--- src/rtl/gate_io_pkg.sv ---
// gate_io_pkg: shared types and constants for the gate input conditioning blocks
package gate_io_pkg;
  typedef enum logic {STABLE, COUNTING} db_state_t;
  localparam int DB_SYNC_STAGES = 2;
endpackage

--- src/rtl/debounce_channel.sv ---
// debounce_channel: two-flop synchroniser plus stable-count debounce for one raw input
module debounce_channel
  import gate_io_pkg::*;
#(
  parameter int STABLE_CYCLES = 8
) (
  input  logic clk,
  input  logic rst_n,
  input  logic raw,
  output logic clean,
  output logic upd,
  output logic counting
);
  localparam int W = $clog2(STABLE_CYCLES);
  localparam logic [W-1:0] LAST = W'(STABLE_CYCLES - 1);
  logic [DB_SYNC_STAGES-1:0] sync;
  logic s;
  db_state_t state, state_n;
  logic [W-1:0] cnt, cnt_n;
  logic clean_n;
  assign s = sync[DB_SYNC_STAGES-1];
  always_ff @(posedge clk or negedge rst_n)
    if (!rst_n) begin
      sync  <= '0;
      state <= STABLE;
      cnt   <= '0;
      clean <= 1'b0;
    end else begin
      sync  <= {sync[DB_SYNC_STAGES-2:0], raw};
      state <= state_n;
      cnt   <= cnt_n;
      clean <= clean_n;
    end
  // a sample matching clean while counting drops the count, so bounces restart from zero
  always_comb begin
    state_n = state;
    cnt_n   = '0;
    clean_n = clean;
    if (state == STABLE) begin
      if (s != clean) begin
        state_n = COUNTING;
        cnt_n   = W'(1);
      end
    end else if (s == clean) begin
      state_n = STABLE;
    end else if (cnt == LAST) begin
      state_n = STABLE;
      clean_n = s;
    end else begin
      cnt_n = cnt + 1'b1;
    end
  end
  always_comb begin
    counting = state == COUNTING;
    upd      = counting && s != clean && cnt == LAST;
  end
endmodule

--- src/rtl/gate_input_debouncer.sv ---
// gate_input_debouncer: conditions raw A/B gate inputs and strobes changed when either clean value updates
module gate_input_debouncer #(
  parameter int STABLE_CYCLES = 8
) (
  input  logic clk,
  input  logic rst_n,
  input  logic a_raw,
  input  logic b_raw,
  output logic a_clean,
  output logic b_clean,
  output logic changed,
  output logic busy
);
  logic a_upd, b_upd, a_counting, b_counting;
  debounce_channel #(.STABLE_CYCLES(STABLE_CYCLES)) u_a (
    .clk(clk), .rst_n(rst_n), .raw(a_raw),
    .clean(a_clean), .upd(a_upd), .counting(a_counting)
  );
  debounce_channel #(.STABLE_CYCLES(STABLE_CYCLES)) u_b (
    .clk(clk), .rst_n(rst_n), .raw(b_raw),
    .clean(b_clean), .upd(b_upd), .counting(b_counting)
  );
  // registered on the same edge as clean, so the strobe lines up with the new value
  always_ff @(posedge clk or negedge rst_n)
    if (!rst_n) changed <= 1'b0;
    else changed <= a_upd | b_upd;
  assign busy = a_counting | b_counting;
endmodule

--- config.mk ---
export PLATFORM = sky130hd
export DESIGN_NAME = gate_input_debouncer
export DESIGN_NICKNAME = d
export VERILOG_FILES = /design/src/rtl/gate_io_pkg.sv /design/src/rtl/debounce_channel.sv /design/src/rtl/gate_input_debouncer.sv
export SDC_FILE = /design/constraint.sdc
export NUM_CORES = 1
export LEC_CHECK = 0
export ABC_AREA = 1
export CAP_MARGIN = 20
export CORE_AREA = 2 2 39 41
export CTS_BUF_LIST = sky130_fd_sc_hd__clkbuf_4 sky130_fd_sc_hd__clkbuf_8 sky130_fd_sc_hd__clkbuf_16
export DETAILED_ROUTE_END_ITERATION = 16
export DIE_AREA = 0 0 41 43
export MAX_ROUTING_LAYER = met4
export PLACE_DENSITY = 0.7
export SETUP_SLACK_MARGIN = 0.5
export SLEW_MARGIN = 25
export SYNTH_ARGS = -nofsm -noshare
export SYNTH_HDL_FRONTEND = slang
export SYNTH_SLANG_ARGS = --single-unit
--- constraint.sdc ---
create_clock -name clk -period 1.6 [get_ports clk]
set_input_delay 0.32 -clock clk [delete_from_list [all_inputs] [get_ports clk]]
set_output_delay 0.32 -clock clk [all_outputs]
set_load 0.05 [all_outputs]
==> results of run 1 <==
cells in the final DEF (no fill, tap or decap):
cell                              instances
sky130_fd_sc_hd__a21oi_2                  2
sky130_fd_sc_hd__buf_12                   3
sky130_fd_sc_hd__buf_4                    7
sky130_fd_sc_hd__buf_6                    1
sky130_fd_sc_hd__clkbuf_4                 3
sky130_fd_sc_hd__clkdlybuf4s50_1          3
sky130_fd_sc_hd__clkinv_2                 1
sky130_fd_sc_hd__dfrtp_1                 12
sky130_fd_sc_hd__dfrtp_2                  3
sky130_fd_sc_hd__ha_4                     6
sky130_fd_sc_hd__inv_1                    2
sky130_fd_sc_hd__inv_2                    4
sky130_fd_sc_hd__nand2_1                  5
sky130_fd_sc_hd__nand2_2                  4
sky130_fd_sc_hd__nand2_4                  3
sky130_fd_sc_hd__nand3_1                  2
sky130_fd_sc_hd__nand3_2                  2
sky130_fd_sc_hd__nand4_1                  2
sky130_fd_sc_hd__nor2_1                   7
sky130_fd_sc_hd__nor2_2                   2
sky130_fd_sc_hd__nor2_4                   1
sky130_fd_sc_hd__o21ai_1                  2
final timing paths:
| kind | cells after the start | end | start |
|---|---|---|---|
| setup / recovery | 3 | busy | u_a.counting |
| hold / removal | 2 | u_b.cnt[2] | rst_n |
| setup reg to reg | 4 | u_a.cnt[2] | u_a.cnt[0] |
| hold reg to reg | 0 | u_b.sync[1] | u_b.sync[0] |
| max in group asynchronous | 2 | u_b.clean | rst_n |
| min in group clk | 0 | u_b.sync[1] | u_b.sync[0] |
sequential cells by signal, summed over array words and instances (netlist names):
signal	flops
u_a.cnt	3
u_b.cnt	3
u_a.sync	2
u_b.sync	2
changed	1
u_a.clean	1
u_a.counting	1
u_b.clean	1
u_b.counting	1
metal layers:
metal,part of all wire,track usage
met2,0.59,0.272
met3,0.035,0.0471
met5,0,-
met1,0.37,0.201
met4,0,0.120
per-stage QoR:
stage               hold slack, ns  utilization
floorplan                   0.0244            -
global placement             0.334        0.553
detailed placement           0.337        0.553
CTS                          0.337        0.623
global route                 0.353        0.687
finish                       0.334        0.687
power by group through the flow:
stage | clock, mW | combinational [mW] | sequential (mW)
after global routing | 0.235 | 0.0980 | 0.409
after floorplan | 0 | 0.0332 | 0.410
after detailed placement | 0 | 0.0656 | 0.410
after CTS | 0.223 | 0.0782 | 0.402
final | 0.214 | 0.0882 | 0.406
after global placement | 0 | 0.0652 | 0.409
layout make-up:
cell class | count | share of cell area
Sequential cell | 15 | 0.399
Tap cell | 16 | 0.0211
Clock buffer | 3 | 0.0237
Clock inverter | 1 | 0.00526
Multi-Input combinational cell | 38 | 0.366
Inverter | 6 | 0.0237
Timing Repair Buffer | 14 | 0.162
logic make-up after synthesis:
logic type               count (synthesis)  synth area share
adder cells (fa/ha/maj)                  6             0.118
AO/OA/AOI/OAI                            4            0.0433
flip-flops                              15             0.591
AND/OR/NAND/NOR                         28             0.213
buffers and inverters                    6            0.0354
what timing repair did:
| item | in CTS | in global routing |
|---|---|---|
| pin swaps | 3 | 12 |
| setup buffers | 6 | 0 |
| gates resized for setup | 8 | 18 |
| endpoints found under the setup margin | 10 | 10 |
==> impl_summary.txt, run 1 <==
----------------------------------------------------
[Cells and area]
  Fraction of layout instances using a drive strength above 1 ... 0.545
  Number of nets in the finished design ... 88
  Synth-to-layout area growth ... 49.6%
  Final cell count without fillers ... 93
  Final std cell area, no fill ... 951 um^2
  Count of antenna diodes in the layout ... 0
  Register Area ... 379 um^2
  Number of filler instances in the final layout ... 96
  Footprint of the multi-input gates ... 348 um^2

[Global route]
  Global-route wire length before repair ... 2.02 mm
  Pin count of the biggest net entering global routing ... 16
  Antenna violations before repair ... 0
  Combined global-route utilization of all metal layers ... 0.181
  Overflow left after global routing ... 0
  Number of global-route vias before repair ... 499

[Floorplanning]
  Number of primary I/O pins ... 8
  Area of the die ... 0.00176 mm^2
  Die H ... 43 um
  Die Span X ... 41 um
  # rows ... 14
  Core footprint ... 0.00138 mm^2
  Initial Util ... 0.459

[STA]
  Post-route setup slack ... 0.313 ns
  Measured slew at the worst slew-check pin ... 0.188 ns
  Final setup TNS ... 0 ns
  Final number of max-transition violations ... 0
  Final worst path period share ... 0.804
  Upper clock frequency limit ... 0.777 GHz
  Clock Skews ... 0.00871 ns
  Minimum clock period ... 1.29 ns
  Unrepaired setup endpoints after global routing ... true
  Number of endpoints with negative hold slack in the final report ... 0
  Rel. slew slack ... 0.874
  Setup Viol. Count Final ... 0

[Detailed routing]
  Detailed-routing iteration count for the pre-antenna-repair pass ... 4
  DRC errors left ... 0
  Post-route antenna net violation count ... 0
  Drt via density ... 4.94
  DR iter-0 viols ... 9
  Wire length reported by the detailed router ... 1.21 mm
  Routed wire length per instance ... 13.0 um
  Overall via count from detail_route ... 459

[Min path]
  Type of the worst min-delay path ... primary input to asynchronous set/reset pin

[Logic synthesis]
  Main area contributors after synthesis ... sky130_fd_sc_hd__dfrtp_1, sky130_fd_sc_hd__ha_1, sky130_fd_sc_hd__nor2_1
  Library cell with the highest instance count after synthesis ... sky130_fd_sc_hd__dfrtp_1
  Number of unique standard cell types used by synthesis ... 13
  Combined area of all synthesized cells ... 636 um^2
  Commonest cells in the netlist ... sky130_fd_sc_hd__dfrtp_1, sky130_fd_sc_hd__nor2_1, sky130_fd_sc_hd__nand2_1
  Portion of the post-synthesis area used by sequential elements ... 0.591
  Net count after synthesis ... 69
  EDFF count, synth ... 0
  Number of synthesis warnings ... 0
  Area share of the leading cell type in the synthesized netlist ... 0.591
  Syn_area_per_cell ... 10.8 um^2
  Count of mapped cells out of synthesis ... 59
  Share of flip-flops with an asynchronous set or reset ... 1.00
  Ys flop type ... sky130_fd_sc_hd__dfrtp_1
  Largest area contributor in the netlist ... sky130_fd_sc_hd__dfrtp_1
  Register bit total from synthesis ... 15

[Critical path]
  Buffer and inverter count on the worst path ... 2
  Register-to-register setup slack ... 0.46 ns
  Biggest cell delay along the critical path ... 0.41 ns
  Critical Setup Path Class ... flop to output port
  Slowest library cell on the worst path ... sky130_fd_sc_hd__dfrtp_1
  Data arrival, critical path ... 0.97 ns
  Maximum fanout count along the critical path ... 2
  Largest delay share family, worst path ... flip-flops
  Worst Path Required ... 1.28 ns
  Nature of the critical path endpoint ... output port
  Worst Setup Start Kind ... flop
  Series of cell instances along the critical path ... inv_2 > nand2_2 > buf_12

[Placement]
  Placed cell count ... 83
  Place WS ... 0.470 ns
  Number of buffer cells added on primary ports ... 7
  Routability congestion estimate from global placement ... 0.665
  Area after detailed placement ... 766 um^2
  Hpwl dp ... 749 um

[Clock network]
  Clock tree from TritonCTS ... done
  Hold-fix buffers, CTS ... 0
  Clock sink count ... 15
  Number of buffers inserted during clock tree synthesis ... 3
  Clock-pin slew reported for the worst setup and hold paths after clock tree synthesis ... 0.09 ns
  Depth of the CTS H-tree ... 1
  Buffer type at the clock tree root ... sky130_fd_sc_hd__clkbuf_4
  CTS Buffer Depth ... 2
  Clock latency on the worst-skew pair ... 0.29 ns

[Pwr]
  Leakage power figure ... 0.428 nW
  Final Total Pwr ... 0.708 mW
  Power share of the combinational group ... 0.125
  Sw frac ... 0.252
  Peak VDD IR ... 0.000445 V
  Part of the power in registers ... 0.574
  Power density relative to cell area ... 745 mW/mm^2
  Net switching component of the power ... 0.179 mW
  Cell internal pwr ... 0.530 mW
  Proportion of power drawn by the clock network ... 0.302

[Run status]
  Status ... complete, no violations

[Job]
  Max-capacitance violation count ... 0

----------------------------------------------------
Note: power is estimated with default switching activity, not from simulation.
==> run 2: changes to the inputs <==
--- a/config.mk
+++ b/config.mk
@@ -7,10 +7,10 @@
 export LEC_CHECK = 0
 export ABC_AREA = 1
 export CAP_MARGIN = 20
-export CORE_AREA = 2 2 39 41
+export CORE_MARGIN = 2
+export CORE_UTILIZATION = 45
 export CTS_BUF_LIST = sky130_fd_sc_hd__clkbuf_4 sky130_fd_sc_hd__clkbuf_8 sky130_fd_sc_hd__clkbuf_16
 export DETAILED_ROUTE_END_ITERATION = 16
-export DIE_AREA = 0 0 41 43
 export MAX_ROUTING_LAYER = met4
 export PLACE_DENSITY = 0.7
 export SETUP_SLACK_MARGIN = 0.5
==> constraint.sdc (replaced) <==
create_clock -name clk -period 1.18 [get_ports clk]
set_input_delay 0.236 -clock clk [delete_from_list [all_inputs] [get_ports clk]]
set_output_delay 0.236 -clock clk [all_outputs]
set_load 0.05 [all_outputs]
==> run 2 against run 1 <==
Against the previous run:
- critical path type unchanged
- first-iteration DRC count fell by 22%
- count of clock-buffer cells in the layout did not move
- critical path depth did not move
- the run now ends with negative setup slack left
- cell area rose by 9.5%
- via count rose by 4.8%
- sequential power rose by 36%
- sequential cell count did not move
- utilization rose by 10 points
- wire length rose by 5.4%
- clock power rose by 41%
- register-to-register slack got worse by 0.36 ns
- non-clock buffer count rose by 4
==> impl_summary.txt, run 2 (synthesis results as in run 1) <==
----------------------------------------------------
[Run status]
  Status ... finished, violations left
  Violations in the final reports ... negative setup slack

[Floorplanning]
  Initial Util ... 0.482 (+0.0231)
  Number of primary I/O pins ... 8 (unchanged)
  Die Span X ... 41.6 um (+1.4%)
  Die H ... 41.6 um (-3.3%)
  Area of the die ... 0.00173 mm^2 (-1.9%)
  # rows ... 13 (-1)
  Core footprint ... 0.00132 mm^2 (-4.8%)

[Critical path]
  Worst Setup Start Kind ... flop
  Worst Path Required ... 0.94 ns (-0.34 ns)
  Maximum fanout count along the critical path ... 2 (unchanged)
  Critical Setup Path Class ... flop to output port
  Data arrival, critical path ... 0.97 ns (about the same)
  Nature of the critical path endpoint ... output port
  Worst r2r src ... u_a.cnt[0]
  CP Launch Point ... u_a.counting

[Global route]
  Pin count of the biggest net entering global routing ... 16 (unchanged)
  Global-route wire length before repair ... 1.99 mm (-1.7%)
  Overflow left after global routing ... 0 (unchanged)
  Combined global-route utilization of all metal layers ... 0.164 (-0.0171)
  Antenna violations before repair ... 0 (unchanged)
  Number of global-route vias before repair ... 453 (-9.2%)

[STA]
  Final worst path period share ... 1.03
  Unrepaired setup endpoints after global routing ... true
  Rel. slew slack ... 0.860 (-0.0145)
  Setup Viol. Count Final ... 1 (+1)
  Upper clock frequency limit ... 0.827 GHz
  Measured slew at the worst slew-check pin ... 0.211 ns (+0.0222 ns)
  Clock Skews ... 0.00227 ns (-0.00644 ns)
  Number of endpoints with negative hold slack in the final report ... 0 (unchanged)
  Minimum clock period ... 1.21 ns
  Final number of max-transition violations ... 0 (unchanged)
  Post-route setup slack ... -0.0297 ns (-0.343 ns)
  Final setup TNS ... -0.0297 ns (-0.0297 ns)

[Placement]
  Number of buffer cells added on primary ports ... 7 (unchanged)
  Placed cell count ... 82 (-1.2%)
  Routability congestion estimate from global placement ... 0.753 (+13%)
  Area after detailed placement ... 831 um^2 (+8.5%)
  Hpwl dp ... 752 um (+0.36%)

[Pwr]
  Proportion of power drawn by the clock network ... 0.304 (+0.002)
  Part of the power in registers ... 0.555 (-0.019)
  Power density relative to cell area ... 954 mW/mm^2 (+28%)
  Leakage power figure ... 0.489 nW (+14%)
  Power share of the combinational group ... 0.141 (+0.016)
  Final Total Pwr ... 0.993 mW (+40%)
  Peak VDD IR ... 0.000761 V (+71%)
  Sw frac ... 0.264 (+0.0120)
  Cell internal pwr ... 0.731 mW (+38%)
  Net switching component of the power ... 0.263 mW (+47%)

[Clock network]
  Hold-fix buffers, CTS ... 0 (unchanged)
  Clock tree from TritonCTS ... done
  Clock-pin slew reported for the worst setup and hold paths after clock tree synthesis ... 0.09 ns (about the same)
  Clock sink count ... 15 (unchanged)
  CTS Buffer Depth ... 2 (unchanged)
  Depth of the CTS H-tree ... 1 (unchanged)
  Clock latency on the worst-skew pair ... 0.29 ns (about the same)
  Buffer type at the clock tree root ... sky130_fd_sc_hd__clkbuf_4
  Number of buffers inserted during clock tree synthesis ... 3 (unchanged)

[Cells and area]
  Footprint of the multi-input gates ... 388 um^2 (+12%)
  Synth-to-layout area growth ... 63.8%
  Number of filler instances in the final layout ... 69 (-28%)
  Final cell count without fillers ... 96 (+3.2%)
  Commonest cells after routing, fill and taps aside ... sky130_fd_sc_hd__dfrtp_1, sky130_fd_sc_hd__buf_4, sky130_fd_sc_hd__nor2_1
  Biggest registers after layout ... u_a.cnt: 3 flops, u_b.cnt: 3 flops
  Fraction of layout instances using a drive strength above 1 ... 0.667 (+0.121)
  Number of nets in the finished design ... 92 (+4.5%)
  Most frequent standard cell in the layout excluding fill and tap cells ... sky130_fd_sc_hd__dfrtp_1
  Register Area ... 379 um^2 (unchanged)
  Final std cell area, no fill ... 0.00104 mm^2 (+9.5%)
  Count of antenna diodes in the layout ... 0 (unchanged)

[Detailed routing]
  DR iter-0 viols ... 7 (-2)
  Detailed-routing iteration count for the pre-antenna-repair pass ... 4 (unchanged)
  Routed wire length per instance ... 13.3 um (+2.1%)
  Wire length reported by the detailed router ... 1.28 mm (+5.4%)
  Post-route antenna net violation count ... 0 (unchanged)
  Drt via density ... 5.01 (+1.5%)
  Overall via count from detail_route ... 481 (+4.8%)
  DRC errors left ... 0 (unchanged)

[Job]
  Max-capacitance violation count ... 0 (unchanged)

[Min path]
  Type of the worst min-delay path ... primary input to asynchronous set/reset pin

----------------------------------------------------
run 2: metal layers:
metal  vias to the layer above  routed length, um  GRT usage
met5                         -                  0          -
met4                         0                 34     0.0968
met3                         5                 42     0.0391
met2                        11                626      0.250
met1                       234                574      0.197
li1                        231                  -          -
run 2: repair_timing:
item	CTS	global route
pin swaps	11	7
hold endpoints to repair	0	0
setup endpoints to repair	15	15
gates cloned	0	0
resized for setup	12	12
setup buffers	6	4
run 2: worst paths after layout:
check / to / slack (ns) / cells after the start
max in group asynchronous: changed / 0.74 / 2
worst max register to register: u_a.cnt[2] / 0.10 / 4
worst min register to register: u_b.sync[1] / 0.36 / 0
worst max-delay path: busy / -0.03 / 3
min in group clk: u_b.sync[1] / 0.36 / 0
worst min-delay path: u_b.sync[0] / 0.25 / 2
run 2: metrics by stage:
| stage | hold WS [ns] | setup WS, ns | utilization |
|---|---|---|---|
| 2_1_floorplan | -0.0596 | 0.190 | - |
| 3_3_place_gp | 0.335 | 0.150 | 0.631 |
| 3_5_place_dp | 0.340 | 0.145 | 0.631 |
| 4_1_cts | 0.266 | -0.0217 | 0.739 |
| 5_1_grt | 0.270 | -0.0666 | 0.790 |
| 6_report | 0.251 | -0.0297 | 0.790 |
run 2: worst max-delay path: stages (launching register included):
cell,delay (ns)
sky130_fd_sc_hd__dfrtp_1,0.40
sky130_fd_sc_hd__inv_2,0.09
sky130_fd_sc_hd__nand2_4,0.05
sky130_fd_sc_hd__buf_12,0.14
run 2: final cells by class:
cell class,instances,share of cell area
inverter,6,0.0264
tap,15,0.0180
sequential,15,0.364
timing repair buffer,18,0.192
clock buffer,3,0.0216
clock inverter,1,0.00481
multi-input combinational,38,0.373
run 2: power by group through the flow:
stage | Sequential, mW | Clock [mW] | Combinational, mW
finish | 0.552 | 0.301 | 0.140
global route | 0.554 | 0.332 | 0.151
CTS | 0.551 | 0.301 | 0.123
detailed placement | 0.560 | 0 | 0.0956
global placement | 0.559 | 0 | 0.0943
floorplan | 0.559 | 0 | 0.0514
==> patch 1, RTL diff (flow settings as in run 2) <==
Register the output `a_clean`, with the module's reset; this adds one clock of latency there. The other outputs are not delayed to match.
--- a/src/rtl/gate_input_debouncer.sv
+++ b/src/rtl/gate_input_debouncer.sv
@@ -11,10 +11,12 @@
   output logic changed,
   output logic busy
 );
+
+  logic a_clean_d;
   logic a_upd, b_upd, a_counting, b_counting;
   debounce_channel #(.STABLE_CYCLES(STABLE_CYCLES)) u_a (
     .clk(clk), .rst_n(rst_n), .raw(a_raw),
-    .clean(a_clean), .upd(a_upd), .counting(a_counting)
+    .clean(a_clean_d), .upd(a_upd), .counting(a_counting)
   );
   debounce_channel #(.STABLE_CYCLES(STABLE_CYCLES)) u_b (
     .clk(clk), .rst_n(rst_n), .raw(b_raw),
@@ -25,5 +27,13 @@
     if (!rst_n) changed <= 1'b0;
     else changed <= a_upd | b_upd;
   assign busy = a_counting | b_counting;
+  always_ff @(posedge clk or negedge rst_n) begin
+      if (!rst_n) begin
+          a_clean <= '0;
+      end else begin
+          a_clean <= a_clean_d;
+      end
+  end
+
 endmodule
 
Behaviour: no difference found for any inputs over 10 cycles, from zero or initial values and one cycle with rst_n low; that may be too few to reach the edited logic, so the function may still have changed.
==> patch 1 against run 2 <==
Fmax decreased by 0.67%; worst setup slack got worse by 0.0081 ns; total power increased by 8.7%; sequential cell count increased by 1; wire length decreased by 1.0%; utilization decreased by 2.8 points; largest power group unchanged; synthesized area increased by 3.9%; synthesized cell count increased by 1.7%; hold slack about the same; combinational power decreased by 4%; the flow still finishes with violations (negative setup slack); final area decreased by 2.4%; cell count decreased by 2.1%; non-clock buffer count decreased by 3.
==> patch 1: results (changes against run 2) <==
Route
The total met2 wirelength after detailed routing came to 567 um (-9.4%). The violation count after the first detailed-routing iteration is 6 (-1). The routed length on met1 is 604 um (+5.2%). The met3 wire length is 48 um (+14%). The sum of routed wire length over all layers came to 1264 um (-1.0%). The vias per cell was 5.021 (+0.22%).

STA
The worst clock skew on the final layout is 0.008622 ns (+0.006351 ns). The setup-violating endpoint count in the final report was 1 (unchanged). The least setup slack across all paths after layout is -0.03783 ns (-0.008130 ns).

Global routing
The maximum number of pins on one net before global-route repair is 17 (+1). The via count of the first global-routing pass is 454 (+0.22%). The all-layer global routing usage is 16.87% (+0.47 points).

The wire length of the first global-routing pass was 2090 um (+5.2%).

Placement
The post-placement worst setup slack is 0.1438 ns (-0.0007750 ns).

Final layout
The fraction of final layout cells sized beyond drive strength 1 is 56.96% (-9.7 points).

Clock network
The number of post-CTS setup repair buffers is 5 (-1).

Outcome
The flow ran to the end, but the final reports show violations. The checks that failed: negative setup slack.

Yosys
The total nets after synthesis is 70 (+1.4%). Sorting the synthesized cells by how often they occur yields sky130_fd_sc_hd__dfrtp_1, sky130_fd_sc_hd__nor2_1, sky130_fd_sc_hd__nand2_1. By area the synthesized netlist is led by sky130_fd_sc_hd__dfrtp_1, sky130_fd_sc_hd__ha_1, sky130_fd_sc_hd__nor2_1, sky130_fd_sc_hd__nand2_1, sky130_fd_sc_hd__nand2_4. The post-synthesis sequential area ratio is 60.61% (+1.6 points).

Worst setup path
The internal reg-to-reg setup slack came to 0.12 ns (+0.02 ns). The worst register-to-register path begins at u_b.cnt[0].

Power and ir drop
The highest ir drop seen on vdd came to 0.6404 mV (-16%).
-- patch 1: metrics by stage --
| step | hold slack [ns] | util (%) | instances | setup TNS [ns] | area, um2 |
|---|---|---|---|---|---|
| after floorplan | -0.05959 | - | 60 | 0 | 726.9 |
| after global placement | 0.3351 | 64.73 | 83 | 0 | 863.3 |
| after detailed placement | 0.3413 | 64.73 | 83 | 0 | 863.3 |
| after CTS | 0.2625 | 74.67 | 92 | -0.04286 | 996.0 |
| after global routing | 0.2576 | 76.17 | 94 | -0.08510 | 1016 |
| final | 0.2507 | 76.17 | 94 | -0.03783 | 1016 |
-- patch 1: power breakdown --
| part | switching, W | internal (W) | leakage [nW] |
|---|---|---|---|
| Clock | 0.000172 | 0.000188 | 0.0210 |
| Sequential | 0.0000162 | 0.000569 | 0.200 |
| Combinational | 0.0000690 | 0.0000657 | 0.238 |
-- patch 1: layout make-up --
class,instances,area (um2),area share [%]
clock buffers,4,36.28,3.571
inverters,6,25.02,2.463
flip-flops and latches,16,404.1,39.78
multi-input cells,38,357.8,35.22
well taps,15,18.77,1.847
repair buffers,15,173.9,17.12
-- patch 1: worst max-delay path by stage --
stage                 startpoint    endpoint  slack, ns  cells past startpoint
floorplan             u_a.cnt[0]  u_a.cnt[2]       0.19                      4
global placement      u_b.cnt[0]  u_b.cnt[0]       0.15                      5
detailed placement    u_b.cnt[0]  u_b.cnt[0]       0.14                      5
CTS                 u_b.counting        busy      -0.04                      3
global route        u_b.counting        busy      -0.09                      3
finish              u_b.counting        busy      -0.04                      3
-- patch 1: per-layer routing --
metal | global-route usage [%] | vias to the layer above
li1 | - | 229
met1 | 22.47 | 227
met2 | 20.92 | 11
met3 | 5.603 | 5
met4 | 12.50 | 0
met5 | - | -
==> patch 2, RTL diff (flow settings as in run 2) <==
Without the edit above. `STABLE_CYCLES` is set to 8 in 2 places; all go to 32.
--- a/src/rtl/debounce_channel.sv
+++ b/src/rtl/debounce_channel.sv
@@ -2,7 +2,7 @@
 module debounce_channel
   import gate_io_pkg::*;
 #(
-  parameter int STABLE_CYCLES = 8
+  parameter int STABLE_CYCLES = 32
 ) (
   input  logic clk,
   input  logic rst_n,
--- a/src/rtl/gate_input_debouncer.sv
+++ b/src/rtl/gate_input_debouncer.sv
@@ -1,6 +1,6 @@
 // gate_input_debouncer: conditions raw A/B gate inputs and strobes changed when either clean value updates
 module gate_input_debouncer #(
-  parameter int STABLE_CYCLES = 8
+  parameter int STABLE_CYCLES = 32
 ) (
   input  logic clk,
   input  logic rst_n,
Formal check against the unedited RTL: same outputs for any inputs over 10 cycles, from zero or initial values and one cycle with rst_n low; that may be too few to reach the edited logic, so the function may still have changed.
==> patch 2 against run 2 <==
The flow still finishes with violations (negative setup slack); via count grew 46%; final area grew 30%; utilization shrank 1.7 points; total power grew 19%; wire length grew 57%; combinational power grew 9%; critical path depth grew 4; fmax shrank 7.8%; sequential cell count grew 4; synthesized area grew 33%; worst setup slack lost 0.10 ns; global-route usage grew 4.6 points; count of clock-buffer cells in the layout grew 1; highest routed layer unchanged.
==> patch 2: results (changes against run 2) <==
STA
The worst clock skew on the final layout is 0.01140 ns (+0.009134 ns). The minimum hold slack is 0.2625 ns (+0.01144 ns). The worst-case headroom to the max-slew limit is 83.95% (-2.0 points). The least setup slack across all paths after layout is -0.1326 ns (-0.1029 ns). The setup-violating endpoint count in the final report came to 15 (+14).

Clock network
The tree is rooted in a sky130_fd_sc_hd__clkbuf_4. The clock transition time at the flip-flop clock pins of the worst setup and hold paths was 0.11 ns (+0.02 ns).

Final layout
In the final layout, the registers with the most flip-flops are u_a.cnt (5), u_b.cnt (5). The fraction of final layout cells sized beyond drive strength 1 is 55.56% (-11 points). The number of nets at the end of the flow is 128 (+39%).

Power and ir drop
The reported leakage power is 0.6121 nW (+25%). The highest ir drop seen on vdd is 1.100 mV (+45%).

Worst setup path
In this design, the largest share of critical-path delay is due to simple AND/OR/NAND/NOR gates. The reg-to-reg critical path endpoint is u_b.cnt[0]. The worst register-to-register path begins at u_b.cnt[0].

The type of the setup path with the least slack is reg2reg. The number of cells on the worst reg-to-reg path is 7 (+3). The critical path data arrival time is 1.50 ns (+0.53 ns).

Route
The sum of routed wire length over all layers is 2006 um (+57%). The vias per cell is 4.937 (-1.5%). The violation count after the first detailed-routing iteration is 10 (+3).

Placement
The final weighted congestion of routability-driven global placement is 0.8002 (+6.3%). The placed wire-length estimate is 1080 um (+44%).

Outcome
The flow ran to the end, but the final reports show violations. The final reports fail on negative setup slack.

Global routing
The all-layer global routing usage was 20.95% (+4.6 points). The wire length of the first global-routing pass is 3036 um (+53%). The maximum number of pins on one net before global-route repair is 20 (+4). The via count of the first global-routing pass is 695 (+53%).

Yosys
The post-synthesis sequential area ratio is 56.13% (-2.9 points). The total nets after synthesis is 97 (+41%). The commonest cells after synthesis are sky130_fd_sc_hd__dfrtp_1, sky130_fd_sc_hd__nand2_1, sky130_fd_sc_hd__nor2_1.
patch 2: cell count changes in the layout (fill, tap and decap cells not counted), sizes merged:
cell,run 2,this run
nand2,12,18
nand3,4,5
dfrtp,15,19
clkinv,1,0
nand4,2,6
buf,15,23
nor2,10,16
xnor2,0,2
inv,6,11
clkbuf,3,4
patch 2: power breakdown:
part	switching (W)	leakage [nW]	internal, W
clock network	0.000196	0.0184	0.000154
registers	0.0000132	0.242	0.000670
logic	0.0000812	0.352	0.0000712
patch 2: through the flow:
stage	TNS (ns)	instances	utilization (%)	worst slack (ns)	power [W]
floorplan	-0.07003	87	-	-0.01409	0.0007482
global placement	-0.3866	127	62.01	-0.06299	0.0008029
detailed placement	-0.8189	127	62.01	-0.09596	0.0008073
CTS	-0.07022	140	73.76	-0.03269	0.001178
global route	-1.618	142	77.35	-0.1490	0.001239
finish	-0.6927	142	77.35	-0.1326	0.001186
patch 2: timing repair:
action	4_1_cts	5_1_grt
cloned	0	0
resized for setup	26	12
pin swaps	19	12
hold buffers	0	0
setup buffers	9	2
endpoints found under the setup margin	19	19
patch 2: cell type report:
cell class / instances / area (um2)
Clock buffer: 4 / 30.03
Fill cell: 110 / 395.4
Inverter: 11 / 43.79
Multi-Input combinational cell: 57 / 505.5
Sequential cell: 19 / 479.2
Tap cell: 25 / 31.28
Timing Repair Buffer: 26 / 260.3
patch 2: cells by family after synthesis:
kind of cell	count (synthesis)	synth area share [%]
buffers and inverters	11	4.874
adders and majority gates	6	8.862
DFF	19	56.13
and+or+nand+nor	45	25.70
AOI/OAI and AO/OA	4	2.363
xor gates and xnor gates	2	2.068
patch 2: metal layers:
metal,up-vias,GRT usage (%),routed length (um)
li1,339,-,-
met1,332,26.78,879
met2,24,32.43,1016
met3,6,4.615,64
met4,0,7.778,45
met5,-,-,0
